$ cat config.mk
export PLATFORM = sky130hd
export DESIGN_NAME = serial_bit_streamer
export DESIGN_NICKNAME = d
export VERILOG_FILES = /design/src/rtl/serial_stream_pkg.sv /design/src/rtl/serial_bit_streamer.sv
export SDC_FILE = /design/constraint.sdc
export NUM_CORES = 1
export LEC_CHECK = 0
export BUFFER_PORTS_ARGS = -buffer_cell sky130_fd_sc_hd__buf_2
export CORE_AREA = 2 2 39 41
export CTS_BUF_LIST = sky130_fd_sc_hd__clkbuf_4 sky130_fd_sc_hd__clkbuf_8
export DETAILED_ROUTE_END_ITERATION = 10
export DIE_AREA = 0 0 41 43
export HOLD_SLACK_MARGIN = 0.08
export PLACE_DENSITY = 0.76
export SYNTH_ARGS = -nofsm -noshare
export SYNTH_HDL_FRONTEND = slang
export SYNTH_SLANG_ARGS = --single-unit
$ cat constraint.sdc
create_clock -name clk -period 1.85 [get_ports clk]
set_clock_uncertainty 0.1 [all_clocks]
set_input_delay 0.185 -clock clk [delete_from_list [all_inputs] [get_ports clk]]
set_output_delay 0.185 -clock clk [all_outputs]
set_load 0.02 [all_outputs]
$ cat src/rtl/serial_stream_pkg.sv
`default_nettype none
// ============================================================================
// Module      : serial_stream_pkg
// Description : Shared state encoding and limits for serial_bit_streamer.
// Revision    : 1.0 - initial release
// ============================================================================
package serial_stream_pkg;

  typedef enum logic [1:0] {
    S_IDLE  = 2'd0,
    S_SHIFT = 2'd1,
    S_GAP   = 2'd2
  } ser_state_t;

  localparam int MAX_GAP = 15;

endpackage
`default_nettype wire

$ cat src/rtl/serial_bit_streamer.sv
`default_nettype none
// ============================================================================
// Module      : serial_bit_streamer
// Description : Parallel-to-serial front end; WIDTH-bit words in over
//               valid/ready, one bit per clock out on ser_bit/ser_valid.
//               Optional macro SER_PARITY_EN appends an even-parity bit.
// Revision    : 1.0 - initial release
// ============================================================================
module serial_bit_streamer
  import serial_stream_pkg::*;
#(
  parameter int WIDTH      = 8,
  parameter int MSB_FIRST  = 1,
  parameter int GAP_CYCLES = 0
) (
  input  logic             clk,
  input  logic             rst,
  input  logic [WIDTH-1:0] in_data,
  input  logic             in_valid,
  output logic             in_ready,
  output logic             ser_bit,
  output logic             ser_valid,
  output logic             ser_last,
  output logic             busy
);

`ifdef SER_PARITY_EN
  localparam int FRAME = WIDTH + 1;
`else
  localparam int FRAME = WIDTH;
`endif
  localparam int              CNT_W    = $clog2(FRAME + 1);
  localparam int              GAP_W    = $clog2(MAX_GAP + 1);
  localparam logic [CNT_W-1:0] CNT_LAST = CNT_W'(FRAME - 1);
  localparam logic [GAP_W-1:0] GAP_LAST = GAP_W'((GAP_CYCLES > 0) ? GAP_CYCLES - 1 : 0);
  localparam bit              HAS_GAP  = (GAP_CYCLES > 0);

  ser_state_t       state_q;
  logic [CNT_W-1:0] cnt_q;
  logic [GAP_W-1:0] gcnt_q;
  logic [FRAME-1:0] sr_q;

  logic [FRAME-1:0] load_d;
  logic [FRAME-1:0] shift_d;
  logic             head;
  logic             frame_end;
  logic             accept;

  // The head of the shift register is always the bit on the wire this cycle.
  if (MSB_FIRST != 0) begin : g_msb_first
    assign head    = sr_q[FRAME-1];
    assign shift_d = {sr_q[FRAME-2:0], 1'b0};
`ifdef SER_PARITY_EN
    assign load_d  = {in_data, ^in_data};
`else
    assign load_d  = in_data;
`endif
  end else begin : g_lsb_first
    assign head    = sr_q[0];
    assign shift_d = {1'b0, sr_q[FRAME-1:1]};
`ifdef SER_PARITY_EN
    assign load_d  = {^in_data, in_data};
`else
    assign load_d  = in_data;
`endif
  end

  assign frame_end = (state_q == S_SHIFT) && (cnt_q == CNT_LAST);

  // Ready on the last frame bit (no gap) keeps back-to-back words bubble-free.
  assign in_ready = !rst && ((state_q == S_IDLE) ||
                             (frame_end && !HAS_GAP) ||
                             ((state_q == S_GAP) && (gcnt_q == GAP_LAST)));
  assign accept   = in_valid && in_ready;

  assign ser_valid = (state_q == S_SHIFT);
  assign ser_bit   = ser_valid && head;
  assign ser_last  = frame_end;
  assign busy      = (state_q != S_IDLE);

  always_ff @(posedge clk or posedge rst) begin
    if (rst) begin
      state_q <= S_IDLE;
      cnt_q   <= '0;
      gcnt_q  <= '0;
      sr_q    <= '0;
    end else begin
      unique case (state_q)
        S_IDLE: begin
          if (accept) begin
            state_q <= S_SHIFT;
            sr_q    <= load_d;
            cnt_q   <= '0;
          end
        end
        S_SHIFT: begin
          if (cnt_q == CNT_LAST) begin
            cnt_q <= '0;
            if (accept) begin
              sr_q <= load_d;
            end else if (HAS_GAP) begin
              state_q <= S_GAP;
              gcnt_q  <= '0;
            end else begin
              state_q <= S_IDLE;
            end
          end else begin
            cnt_q <= cnt_q + 1'b1;
            sr_q  <= shift_d;
          end
        end
        S_GAP: begin
          if (gcnt_q == GAP_LAST) begin
            if (accept) begin
              state_q <= S_SHIFT;
              sr_q    <= load_d;
              cnt_q   <= '0;
            end else begin
              state_q <= S_IDLE;
            end
          end else begin
            gcnt_q <= gcnt_q + 1'b1;
          end
        end
        default: state_q <= S_IDLE;
      endcase
    end
  end

endmodule
`default_nettype wire

==> impl_metrics.ini <==
[timing]
setup_viol = 0
fmax_ghz = 0.578
rsz0062_at_grt = false
report.final.slew_viol_count = 0
tightestPinTransition_ns = 0.495
hold_viol = 0
min_period_ns = 1.73
period_share_pct = 93.4
hold_ws_ns = 0.105
relSlewSlack_pct = 67.0
fin_setup_tns_ns = 0

[placed_design]
finalWeightedCongestion = 0.810
hpwlAfterDp_um = 856
port_buffers = 15

[die]
start_util_pct = 49.9
fp.coreArea_mm2 = 0.00138
die_x_um = 41
rows = 14
die_area_mm2 = 0.00176
die_y_um = 43
pin_count = 16

[final_layout]
drive_gt1_share_pct = 50.0
layout_common_cells = buf_2 (15), dfrtp_1 (13), mux2_4 (8)
nets = 85
antenna_cells = 0
area_growth_pct = 15.8
final_common_cell = buf_2

[clock_network]
cts.sinks = 13
cts_tree = built
root_buffer = clkbuf_4
cts_repair_resize_count = 0
clockBufferDepth = 2
cts.hold.buffers_added = 1
clk_pin_slew_ns = 0.09
clkLatencyLatePin_ns = 0.29
post_cts_buffers = 0
numCtsBuffers = 3
cts.htree.levels = 1

[power_and_ir_drop]
leakage_nw = 0.431
max-vdd-ir-drop_v = 0.000647
power_density_mw_per_mm2 = 1470
finalPower_mw = 1.17

[outcome]
outcome = complete, no violations

[synth]
synth_cells = 55
syn_area_um2 = 691
ys_types = 22
syn_nets = 67
seq_area_frac_synth_pct = 47.1
synth-edff-count = 0
yosys_most_used_dff = dfrtp_1
yosysWarnings = 0
avgSynthCellArea_um2 = 12.6
synthArstFlopShare_pct = 100
synth_seq_cells = 13

[setup_path]
arrival_ns = 1.44
required_ns = 1.56
critPathLaunchType = flip-flop
path_class = reg2out
cpMaxStageDelayCell = dfrtp_1
crit_family = flip-flops
path_max_fanout = 4
slowest_delay_ns = 0.40
critPathBufInv = 1
crit_chain = ha_1, nand3b_1, a21oi_1, buf_2
cp-end-kind = primary output

[route]
via_per_inst = 5.26
ant_nets = 0
route.vias.total = 463
firstDrtPassIters = 4
wire_per_inst_um = 13.8
finalWirelength_mm = 1.21
drc_errors = 0
drt_iter0_drc = 5

[global_route]
grt_max_degree = 14
gr-total-overflow = 0
grt_pass1_wl_mm = 1.93
antenna_found_initial = 0
grtUsageTotal_pct = 16.6
first_global_vias = 458

[flow_run]
cap_violations = 0

[min_path]
hp-class = in2reg
-- per-stage QoR --
stage               std cells  setup slack (ns)  area [um2]  util [%]
CTS                        88             0.126         800      57.8
finish                     88             0.121         800      57.8
global route               88            0.0384         800      57.8
floorplan                  55             0.379         691         -
detailed placement         83             0.236         762      55.1
global placement           83             0.312         762      55.1
-- worst reg2reg max path, cell delays in order (launching register included) --
cell and delay [ns]:
dfrtp_1 0.40, ha_1 0.22, nand3b_1 0.18, nand2_2 0.26, mux2_2 0.38
-- path summary, 6_finish.rpt --
| check | to | startpoint | slack (ns) | depth (start not counted) |
|---|---|---|---|---|
| worst max register to register | sr_q[4] | cnt_q[0] | 0.21 | 4 |
| min in group asynchronous | sr_q[1] | rst | 0.38 | 3 |
| max in group asynchronous | cnt_q[0] | rst | 0.94 | 3 |
| worst max-delay path | in_ready | cnt_q[0] | 0.12 | 4 |
| worst min-delay path | sr_q[0] | in_data[0] | 0.10 | 3 |
| worst min register to register | sr_q[6] | sr_q[5] | 0.41 | 1 |
-- state kept, by name, indices dropped and copies added (netlist names) --
name / cells
sr_q: 8
state_q: 1
cnt_q: 4
-- cell type report --
cell class / count / area (um2)
Inverter: 2 / 7.51
Clock inverter: 1 / 5.00
Tap cell: 16 / 20.0
Multi-Input combinational cell: 37 / 334
Sequential cell: 13 / 325
Fill cell: 129 / 584
Clock buffer: 3 / 22.5
Timing Repair Buffer: 16 / 85.1
-- power by group --
group,internal (mW),switching [mW]
logic,0.267,0.229
registers,0.395,0.0925
clock network,0.0805,0.110
-- routing by layer --
metal | share of wire, % | track usage, %
met2 | 45 | 24.4
met3 | 4.3 | 4.71
met4 | 2.3 | 10.0
met5 | 0 | 0
met1 | 48 | 20.7
-- cells by family (layout without fill, tap and decap cells) --
group           Yosys count  in the layout  share of synthesized area, %
mux                      15             15                          28.6
xor+xnor                  1              1                          1.27
compound gates            6              6                          5.25
fa+ha+maj                 1              1                          1.81
buf+inv                   5             22                          4.53
simple gates             14             14                          11.4
flops                    13             13                          47.1
-- synth_stat cells (all sizes together), types with 2 or more instances --
| cell type | number | area (um2) |
|---|---|---|
| inv | 2 | 7.51 |
| mux2 | 14 | 188 |
| dfrtp | 13 | 325 |
| buf | 3 | 23.8 |
| o21ai | 3 | 15.0 |
| nand3 | 2 | 10.0 |
| a21oi | 2 | 10.0 |
| nand2 | 6 | 25.0 |
Power figures use the tool's default switching activity.
